**config.mk**
```make
export PLATFORM = sky130hd
export DESIGN_NAME = fetch_unit_flat
export DESIGN_NICKNAME = d
export VERILOG_FILES = /design/src/rtl/fetch_if.sv /design/src/rtl/fetch_unit.sv /design/src/flat_wrapper.sv
export SDC_FILE = /design/constraint.sdc
export NUM_CORES = 1
export LEC_CHECK = 0
export BUFFER_PORTS_ARGS = -buffer_cell sky130_fd_sc_hd__buf_2
export CAP_MARGIN = 20
export CORE_MARGIN = 10
export CORE_UTILIZATION = 51
export DETAILED_ROUTE_END_ITERATION = 8
export GPL_TIMING_DRIVEN = 0
export PLACE_DENSITY = 0.78
export SYNTH_ARGS = -nofsm -noshare
export SYNTH_HDL_FRONTEND = slang
export SYNTH_SLANG_ARGS = --single-unit
```
**constraint.sdc**
```tcl
create_clock -name clk -period 2.5 [get_ports clk]
set_input_delay 0.25 -clock clk [delete_from_list [all_inputs] [get_ports clk]]
set_output_delay 0.25 -clock clk [all_outputs]
set_load 0.01 [all_outputs]
```
**src/rtl/fetch_if.sv**
```systemverilog
// Decode-side valid/ready handshake between the fetch buffer head and decode.
interface fetch_if #(
  parameter int PC_W = 4
) ();
  logic            out_valid;
  logic            out_ready;
  logic [8:0]      out_instr;
  logic [PC_W-1:0] out_pc;

  modport master (output out_valid, output out_instr, output out_pc, input out_ready);
  modport slave  (input out_valid, input out_instr, input out_pc, output out_ready);
endinterface

```
**src/rtl/fetch_unit.sv**
```systemverilog
// PC register plus circular fetch buffer in front of a combinational instruction ROM.
// Optional FETCH_PERF_EN adds saturating fetch/stall performance counters.
module fetch_unit #(
  parameter int              PC_W      = 4,
  parameter int              BUF_DEPTH = 2,
  parameter logic [PC_W-1:0] RESET_PC  = '0
) (
  input  logic                           clk,
  input  logic                           rst_n,
  input  logic                           run,
  output logic [PC_W-1:0]                pc_addr,
  input  logic [8:0]                     instr_in,
  input  logic                           redirect_valid,
  input  logic [PC_W-1:0]                redirect_pc,
  fetch_if.master                        dec,
`ifdef FETCH_PERF_EN
  output logic [15:0]                    perf_fetch_cnt,
  output logic [15:0]                    perf_stall_cnt,
`endif
  output logic [$clog2(BUF_DEPTH):0]     buf_count
);

  localparam int PTR_W = $clog2(BUF_DEPTH);
  localparam int CNT_W = PTR_W + 1;

  logic [PC_W-1:0]  pc;
  logic [PTR_W-1:0] rd_ptr, wr_ptr;
  logic [CNT_W-1:0] count;
  logic [8:0]       instr_mem [BUF_DEPTH];
  logic [PC_W-1:0]  pc_mem    [BUF_DEPTH];

  logic full, empty, pop, push, stall;

  assign full  = (count == CNT_W'(BUF_DEPTH));
  assign empty = (count == '0);
  assign pop   = dec.out_valid & dec.out_ready;
  assign push  = run & ~redirect_valid & (~full | pop);
  assign stall = run & ~redirect_valid & full & ~pop;

  assign pc_addr       = pc;
  assign buf_count     = count;
  assign dec.out_valid = ~empty;
  assign dec.out_instr = empty ? 9'd0 : instr_mem[rd_ptr];
  assign dec.out_pc    = empty ? '0 : pc_mem[rd_ptr];

  // Redirect flushes everything; a pop in that cycle is simply absorbed by the flush.
  always_ff @(posedge clk or negedge rst_n) begin
    if (!rst_n) begin
      pc     <= RESET_PC;
      rd_ptr <= '0;
      wr_ptr <= '0;
      count  <= '0;
    end else if (redirect_valid) begin
      pc     <= redirect_pc;
      rd_ptr <= '0;
      wr_ptr <= '0;
      count  <= '0;
    end else begin
      if (push) begin
        pc     <= pc + PC_W'(1);
        wr_ptr <= wr_ptr + PTR_W'(1);
      end
      if (pop)
        rd_ptr <= rd_ptr + PTR_W'(1);
      count <= count + CNT_W'(push) - CNT_W'(pop);
    end
  end

  // Storage carries no reset; empty-gating on the outputs hides stale contents.
  always_ff @(posedge clk) begin
    if (push) begin
      instr_mem[wr_ptr] <= instr_in;
      pc_mem[wr_ptr]    <= pc;
    end
  end

`ifdef FETCH_PERF_EN
  always_ff @(posedge clk or negedge rst_n) begin
    if (!rst_n) begin
      perf_fetch_cnt <= '0;
      perf_stall_cnt <= '0;
    end else begin
      if (push && perf_fetch_cnt != 16'hFFFF)
        perf_fetch_cnt <= perf_fetch_cnt + 16'd1;
      if (stall && perf_stall_cnt != 16'hFFFF)
        perf_stall_cnt <= perf_stall_cnt + 16'd1;
    end
  end
`else
  logic unused_stall;
  assign unused_stall = stall;
`endif

endmodule

```
**src/flat_wrapper.sv**
```systemverilog
// flat-port wrapper written by rule: the top's interface ports become plain ports
module fetch_unit_flat 
#(
  parameter int              PC_W      = 4,
  parameter int              BUF_DEPTH = 2,
  parameter logic [PC_W-1:0] RESET_PC  = '0
)
  (clk, rst_n, run, pc_addr, instr_in, redirect_valid, redirect_pc, buf_count, dec_out_valid, dec_out_instr, dec_out_pc, dec_out_ready);
  fetch_if #(.PC_W(PC_W)) dec_i ();
  input  logic clk;
  input  logic rst_n;
  input  logic run;
  output logic [PC_W-1:0] pc_addr;
  input  logic [8:0] instr_in;
  input  logic redirect_valid;
  input  logic [PC_W-1:0] redirect_pc;
  output logic [$clog2(BUF_DEPTH):0] buf_count;
  output wire logic [$bits(dec_i.out_valid)-1:0] dec_out_valid;
  output wire logic [$bits(dec_i.out_instr)-1:0] dec_out_instr;
  output wire logic [$bits(dec_i.out_pc)-1:0] dec_out_pc;
  input wire logic [$bits(dec_i.out_ready)-1:0] dec_out_ready;
  assign dec_out_valid = dec_i.out_valid;
  assign dec_out_instr = dec_i.out_instr;
  assign dec_out_pc = dec_i.out_pc;
  assign dec_i.out_ready = dec_out_ready;
  fetch_unit #(.PC_W(PC_W), .BUF_DEPTH(BUF_DEPTH), .RESET_PC(RESET_PC)) u_core (.clk(clk), .rst_n(rst_n), .run(run), .pc_addr(pc_addr), .instr_in(instr_in), .redirect_valid(redirect_valid), .redirect_pc(redirect_pc), .dec(dec_i), .buf_count(buf_count));
endmodule
```
# --- Yosys cells after proc, flatten, opt, wreduce, memory -nomap -nowiden ---
# Memories as Yosys holds them, arrays and structs flattened.
# Index checks and enable logic that the tools add are counted.
classes:
  addsub: 5
  n_eq_ne: 1
  mux: 11
  n_bitwise: 7
  reduce_logical: 3
ops:
  columns: ["operator", "count"]
  rows:
  - ["$mux W4", 3]
  - ["$mux W9", 1]
  - ["$mux W1", 6]
  - ["$add A4 B1 Y4 const B", 1]
  - ["$reduce_bool A2 Y1", 2]
  - ["$and A1 B1 Y1", 3]
  - ["$not A1 Y1", 3]
  - ["$add A1 B1 Y1 const B", 2]
  - ["$add A2 B1 Y2", 1]
  - ["$eq A2 B2 Y1 const B", 1]
  - ["$logic_not A2 Y1", 1]
  - ["$mux W2", 1]
  - ["$sub A2 B1 Y2", 1]
  - ["$or A1 B1 Y1", 1]
word_totals:
  regBits: 8
  mem_bits_rw: 26
  inputBits: 18
  output_inout_bits: 20
  word_cells: 33
  memories: 2
memory_table:
  columns: ["memory", "depth", "word_bits", "rd", "rd_ports_with_merged_regs", "write_ports", "line", "text"]
  rows:
  - ["u_core.instr_mem", 2, 9, 1, 0, 1, "fetch_unit.sv:29", "logic [8:0] instr_mem [BUF_DEPTH];"]
  - ["u_core.pc_mem", 2, 4, 1, 0, 1, "fetch_unit.sv:30", "logic [PC_W-1:0] pc_mem [BUF_DEPTH];"]

# --- Logic depth before layout (Yosys ltp) ---
# Gate-level depths: netlist of the first run.
depth:
  ltp_word: 8
  ltp_mapped: 6
  depth_no_buf: 6

# --- Least setup slack after synthesis of the first run ---
# Ideal clock, no wire load.
synth_timing:
  path_type: "flip-flop to flip-flop"
  from: "register u_core.count[1], in the netlist u_core.buf_count[1]"
  to: "memory u_core.instr_mem[1][0], enable pin"
  setup_ps: 403
  t_arrival_ps: 1773
  required_ps: 2097
  setup_slack_ps: 325
  path_stages_with_launch: 4
  n_path_buf: 0
  period_less_slack_ps: 2175
  cell_sequence: "dfrtp_1 > or3b_1 > nand2_1 > nor3b_1"
synth_between:
  elab_chain_cells: 7
  word_cells_on_any_way: 9
  classes_between: "1 x eq/ne; 2 x mux; 5 x bitwise; 1 x reduce/logical"
synth_lines:
  columns: ["element", "line", "text"]
  rows:
  - ["start, declared", "fetch_unit.sv:28", "logic [CNT_W-1:0] count;"]
  - ["start signal, assigned", "fetch_unit.sv:65", "count <= count + CNT_W'(push) - CNT_W'(pop);"]
  - ["$logic_not A2 Y1", "fetch_unit.sv:35", "assign empty = (count == '0);"]
  - ["$not A1 Y1", "fetch_unit.sv:42", "assign dec.out_valid = ~empty;"]
  - ["$and A1 B1 Y1", "fetch_unit.sv:36", "assign pop = dec.out_valid & dec.out_ready;"]
  - ["$or A1 B1 Y1 *", "fetch_unit.sv:37", "assign push = run & ~redirect_valid & (~full | pop);"]
  - ["$and A1 B1 Y1 *", "fetch_unit.sv:37", null]
  - ["$mux W1 *", "fetch_unit.sv:71", "if (push) begin"]
  - ["$mux W1 (implied by the code) *", "fetch_unit.sv:72", "instr_mem[wr_ptr] <= instr_in;"]
  - ["end, declared", "fetch_unit.sv:29", null]
# Mark *: on every way between the ends. The rest lies on a longest branch, timed or not.

# --- Final worst setup path of the first run ---
layout_timing:
  from: "register u_core.count[0], in the netlist u_core.buf_count[0]"
  to: "register u_core.count[1], in the netlist u_core.buf_count[1]"
layout_between:
  elab_chain_cells: 8
  word_cells_on_any_way: 10
  classes_between: "2 x add/sub; 1 x eq/ne; 1 x mux; 5 x bitwise; 1 x reduce/logical"
layout_lines:
  columns: ["element", "line", "text"]
  rows:
  - ["$logic_not A2 Y1", "fetch_unit.sv:35", null]
  - ["$not A1 Y1", "fetch_unit.sv:42", null]
  - ["$and A1 B1 Y1", "fetch_unit.sv:36", null]
  - ["$or A1 B1 Y1", "fetch_unit.sv:37", null]
  - ["$and A1 B1 Y1", "fetch_unit.sv:37", null]
  - ["$add A2 B1 Y2", "fetch_unit.sv:65", null]
  - ["$sub A2 B1 Y2 *", "fetch_unit.sv:65", null]
  - ["$mux W2 *", "fetch_unit.sv:53", "end else if (redirect_valid) begin"]
# Marked as above.
# A chain may end at the register's enable or synchronous reset.

==> metrics.md, run 1 <==
| Metric | Value |
|---|---|
| Status | `finished clean` |
| Num rows | `19` |
| CTS tree | `done` |
| Max Cap Viol | `0` |
| Detailed Place HPWL | `2186 um` |
| Worst Path Required | `2.75 ns` |
| Multiplexer share of the synthesized area | `0.09036` |
| Crit end category | `flop` |
| CP max FO | `7` |
| Largest net degree at the start of global routing | `12` |
| Top Ports | `38` |
| Final core occ | `0.6458` |
| Synth Area in Simple Gates | `0.1225` |
| Syn_nets | `127` |
| Leak | `0.7255 nW` |
| Critical path startpoint category | `flop` |
| Worst endpoint data arrival time | `2.14 ns` |
| GRT Util Overall | `0.1123` |
| R2R depth | `6` |
| Post-synthesis sequential area ratio | `0.6811` |
| Yosys cell types | `27` |
| Post-synthesis cell count | `107` |
| Hold/Removal Path Class | `in -> reg` |
| RSZ-0062 raised after global routing | `false` |
| Core ar. | `2734 sq um` |
| Port bufs | `37` |
| Mean Syn Cell Area | `13.46 sq um` |
| VDD IR max | `0.5867 mV` |
| Pre-Repair DR Iteration Count | `4` |
| Die X | `73.14 um` |
| Hold wc startpoint | `instr_in[4]` |
| Buffer depth of the longest clock path | `2` |
| Commonest non-fill, non-tap cell in the layout | `buf_2` |
| Final setup margin | `0.6127 ns` |
| First-pass GRT wire length | `4560 um` |
| Initial DRC count | `20` |
| Initial antenna violation count | `0` |
| CTS hold repair buffers | `1` |
| FF-to-FF Start | `u_core.buf_count[0]` |
| Fin crit share | `0.7549` |
| Setup TNS | `0 ns` |
| Synth Area in XOR/XNOR | `0.006082` |
| Post-synthesis adder-cell area fraction | `0.01738` |
| Vias per cell | `5.269` |
| Reg-to-reg endpoint | `u_core.buf_count[1]` |
| Most frequent cells in the layout | `buf_2 (39), edfxtp_1 (26), nor2_1 (17)` |
| Seq cells post-synth | `34` |
| Via count | `980` |
| Fin. max-slew vios | `0` |
| Start point of the critical path | `u_core.buf_count[0]` |
| Reg-to-reg slack, setup | `0.61 ns` |
| Area contributors post-synth | `edfxtp_1 (54%), dfrtp_1 (14%), mux2i_1 (9.0%)` |
| Top-area cell type share of the netlist area | `0.5421` |
| H-tree depth | `2` |
| DR DRC count | `0` |
| P&R area growth vs syn | `22.59%` |
| Compound-Gate Fraction of Synth Area | `0.05474` |
| Yosys warning total | `0` |
| Placed Area | `1697 sq um` |
| Worst-Skew Late Latency | `0.33 ns` |
| Worst setup endpoint | `u_core.buf_count[1]` |
| Synthesized cell area | `1440 sq um` |
| Pwr dens | `619.8 nW/um^2` |
| Post-CTS Resized | `0` |
| Ant. Diodes | `0` |
| Slew headroom | `0.6960` |
| Worst path depth | `6` |
| Die Y | `73.14 um` |
| CP max stage cell | `dfrtp_1` |
| Post-CTS setup buffers | `0` |
| Crit Path Class | `reg -> reg` |
| Die area | `5349 sq um` |
| Initial cell density of the core | `0.5268` |
| Final Net Count | `174` |
| Wire per inst | `15.59 um` |
| Num CTS Buffers | `5` |
| Layout Skew | `0.01240 ns` |
| Crit path time final | `1.887 ns` |
| Antenna-violating nets left | `0` |
| # fillers | `217` |
| Top Family by Delay on Critical Path | `simple AND/OR/NAND/NOR gates` |
| Crit path largest cell delay | `0.46 ns` |
| Critical path buffer and inverter count | `0` |
| Biggest area consumer among synthesized cells | `edfxtp_1` |
| GPL Wtd Cong | `0.7690` |
| # setup viols final | `0` |
| Clock-pin slew on the worst setup and hold paths | `0.09 ns` |
| Share of post-route cells with drive strength above 1 | `0.3290` |
| Grt ovf | `0` |
| Main combinational cell family by area after synthesis | `simple AND/OR/NAND/NOR gates` |
| Endpoints failing hold | `0` |
| Clock root buffer | `clkbuf_4` |
| Least-Margin Pin Slew | `0.4560 ns` |
| Final Cell Area | `1765 sq um` |
| DP Worst Slack | `0.6523 ns` |
| Final wirelength | `2899 um` |
| Fmax | `529.8 MHz` |
| Depth of the worst hold-timing path | `1` |
| Clk sinks | `34` |
| Vias in the first global route | `979` |
| CP cell instances | `or3b_1 -> nand2_1 -> nor2_1 -> ha_1 -> or3_1 -> a21oi_1` |
sequential cells by signal (all words and copies together) (netlist names):
register,flops
u_core.instr_mem,18
u_core.pc_mem,8
u_core.rd_ptr,1
u_core.buf_count,2
u_core.wr_ptr,1
u_core.pc_addr,4
power breakdown:
part | total (W) | internal (W) | switching (W)
combinational | 0.000132 | 0.0000584 | 0.0000732
sequential | 0.000659 | 0.000640 | 0.0000190
clock | 0.000304 | 0.000139 | 0.000165
total | 0.00109 | 0.000837 | 0.000257
Yosys cell counts, drive strengths merged:
cell type  count
ha             2
nand3          2
nand4          1
a31oi          2
dfrtp          8
nor2          17
mux2i         13
nand2          3
nor4           1
xor2           1
or4            1
inv            5
clkbuf         1
or3b           1
nor3           1
a221o          1
nor3b          2
a21oi          2
o211ai         1
a2bb2oi        1
edfxtp        26
or3            3
nor2b          3
buf            3
o21ai          6
how the worst min path moves through the flow:
stage                                         to  slack (ns)
final                     u_core.instr_mem[0][4]        0.11
after global routing      u_core.instr_mem[0][8]        0.08
after CTS                 u_core.instr_mem[0][4]        0.09
after detailed placement       u_core.pc_addr[1]        0.11
after global placement         u_core.pc_addr[1]        0.10
after floorplan              u_core.buf_count[0]       -0.05
cells by family (layout without fill, tap and decap cells):
group	count (synthesis)	count (layout)
AO/OA/AOI/OAI	13	13
XOR/XNOR	1	1
adder cells (fa/ha/maj)	2	2
buffers and inverters	9	57
flip-flops	34	34
multiplexers	13	13
AND/OR/NAND/NOR	35	35
stage by stage:
stage / hold WS, ns / std cells / power, W
after global routing: 0.08178 / 186 / 0.001144
after CTS: 0.08975 / 186 / 0.001106
after floorplan: -0.04559 / 107 / 0.0007393
after global placement: 0.1026 / 175 / 0.0007913
after detailed placement: 0.1067 / 177 / 0.0008051
final: 0.1055 / 186 / 0.001094
area by class of cell:
type	instances	area [sq um]	area share
Multi-Input combinational cell	64	429.2	0.2431
Buffer	4	21.27	0.01205
Tap cell	31	38.79	0.02197
Inverter	5	18.77	0.01063
Sequential cell	34	980.9	0.5556
Timing Repair Buffer	40	217.7	0.1233
Clock buffer	8	58.81	0.03331
layer usage:
metal | GRT usage | up-vias | routed length, um
met4 | 0.05063 | 0 | 50
met2 | 0.1882 | 32 | 1419
met5 | 0 | - | 0
met3 | 0.05850 | 6 | 245
met1 | 0.1127 | 454 | 1184
li1 | - | 488 | -
No activity file was read; power rests on OpenSTA's default activity.
==> run 2, diff against run 1 <==
Settings changed: CORE_UTILIZATION 51 to 46, PLACE_DENSITY 0.78 to 0.74.
Clock period 2.5 ns to 1.7 ns, I/O delays scaled along.
==> metrics.md, run 2 (synthesis results as in run 1) <==
| Metric | Value |
|---|---|
| First-pass GRT wire length | `5057 um` |
| Least-Margin Pin Slew | `0.6608 ns` |
| Max reg flops | `18` |
| Hold/Removal Path Class | `in -> reg` |
| Leak | `0.7589 nW` |
| GPL Wtd Cong | `0.7645` |
| Core ar. | `3028 sq um` |
| Via count | `1036` |
| Fin. max-slew vios | `0` |
| WHS | `0.03133 ns` |
| Final setup margin | `-0.05268 ns` |
| Die X | `75.95 um` |
| Largest net degree at the start of global routing | `14` |
| Die Y | `75.95 um` |
| Clock root buffer | `clkbuf_4` |
| Slew headroom | `0.5595` |
| Port bufs | `37` |
| Crit path time final | `1.753 ns` |
| GRT Util Overall | `0.1078` |
| Initial antenna violation count | `0` |
| Crit Path Class | `reg -> reg` |
| Worst-Skew Late Latency | `0.32 ns` |
| CTS tree | `done` |
| Pwr dens | `873.5 nW/um^2` |
| Placed Area | `1694 sq um` |
| Detailed Place HPWL | `2091 um` |
| Layout Skew | `0.008844 ns` |
| Crit end category | `flop` |
| Buffer depth of the longest clock path | `2` |
| Depth of the worst hold-timing path | `1` |
| Initial cell density of the core | `0.4756` |
| Commonest non-fill, non-tap cell in the layout | `buf_2` |
| Final Cell Area | `1867 sq um` |
| Most frequent cells in the layout | `buf_2 (38), edfxtp_1 (26), nor2_1 (15)` |
| VDD IR max | `0.3960 mV` |
| Pre-Repair DR Iteration Count | `4` |
| H-tree depth | `2` |
| Violated checks | `negative setup slack` |
| Final Net Count | `179` |
| # setup viols final | `1` |
| Top Ports | `38` |
| Status | `complete, but fails checks` |
| Critical path startpoint category | `flop` |
| Final wirelength | `2970 um` |
| Fmax | `570.6 MHz` |
| Antenna-violating nets left | `0` |
| R2R depth | `6` |
| Clk sinks | `34` |
| RSZ-0062 raised after global routing | `true` |
| Wire per inst | `14.56 um` |
| Ant. Diodes | `0` |
| Fin crit share | `1.031` |
| CP max FO | `6` |
| Biggest register | `u_core.instr_mem` |
| Worst Path Required | `1.95 ns` |
| Num rows | `20` |
| Vias in the first global route | `1060` |
| Worst endpoint data arrival time | `2.00 ns` |
| Num CTS Buffers | `5` |
| Final core occ | `0.6165` |
| Die area | `5768 sq um` |
| Endpoints failing hold | `0` |
| DR DRC count | `0` |
| Grt ovf | `0` |
| P&R area growth vs syn | `29.63%` |
| Share of post-route cells with drive strength above 1 | `0.4000` |
| Clock-pin slew on the worst setup and hold paths | `0.09 ns` |
| Initial DRC count | `25` |
| DP Worst Slack | `-0.3193 ns` |
| Max Cap Viol | `0` |
| Vias per cell | `5.078` |
==> run 2: changes by cell type in the layout (fill, tap and decap cells not counted), moves of 2 or more <==
cell     delta
buf_4       +5
dfrtp_1     -2
dfrtp_2     +2
nor2_1      -2
nor2_2      +2
==> run 2: layout make-up <==
cell class	count	area, sq um
Clock buffer	8	58.81
Inverter	5	18.77
Fill cell	253	1161
Timing Repair Buffer	45	260.3
Tap cell	44	55.05
Multi-Input combinational cell	64	462.9
Sequential cell	34	983.4
Buffer	4	27.53
==> run 2: timing repair <==
item	CTS	global route
hold buffers	1	0
hold endpoints to repair	8	0
setup endpoints to repair	37	13
resized for setup	8	3
pin swaps	3	0
buffers inserted	4	3
==> run 2: worst max-delay path, cell delays in order, from the launching register on <==
cell and delay (ns):
dfrtp_2 0.46, or3b_4 0.42, nand2_4 0.09, nor2_2 0.04
ha_2 0.19, or3_1 0.36, a21oi_2 0.12
==> run 2: per-layer routing <==
layer	share of wire	global-route usage
met5	0	0
met1	0.42	0.1196
met4	0.018	0.04545
met2	0.49	0.1777
met3	0.065	0.04363
==> run 2: through the flow <==
step	total power [W]	TNS [ns]	instances
global route	0.001719	-0.6180	204
global placement	0.001168	-6.172	188
floorplan	0.001089	-0.2419	107
finish	0.001631	-0.05268	204
detailed placement	0.001178	-8.352	188
CTS	0.001637	-0.04085	201
==> run 2: final timing paths <==
kind / from / endpoint / slack (ns)
setup / recovery: u_core.buf_count[0] / u_core.buf_count[1] / -0.05
hold / removal: instr_in[6] / u_core.instr_mem[0][6] / 0.03
setup reg to reg: u_core.buf_count[0] / u_core.buf_count[1] / -0.05
hold reg to reg: u_core.pc_addr[3] / u_core.pc_mem[1][3] / 0.56
max in group asynchronous: rst_n / u_core.buf_count[1] / 1.29
min in group asynchronous: rst_n / u_core.pc_addr[3] / 0.21
==> run 2: where the power goes <==
group / switching [W] / internal, W / total, W
sequential: 0.0000284 / 0.000941 / 0.000970
clock: 0.000244 / 0.000204 / 0.000448
combinational: 0.000114 / 0.0000993 / 0.000213
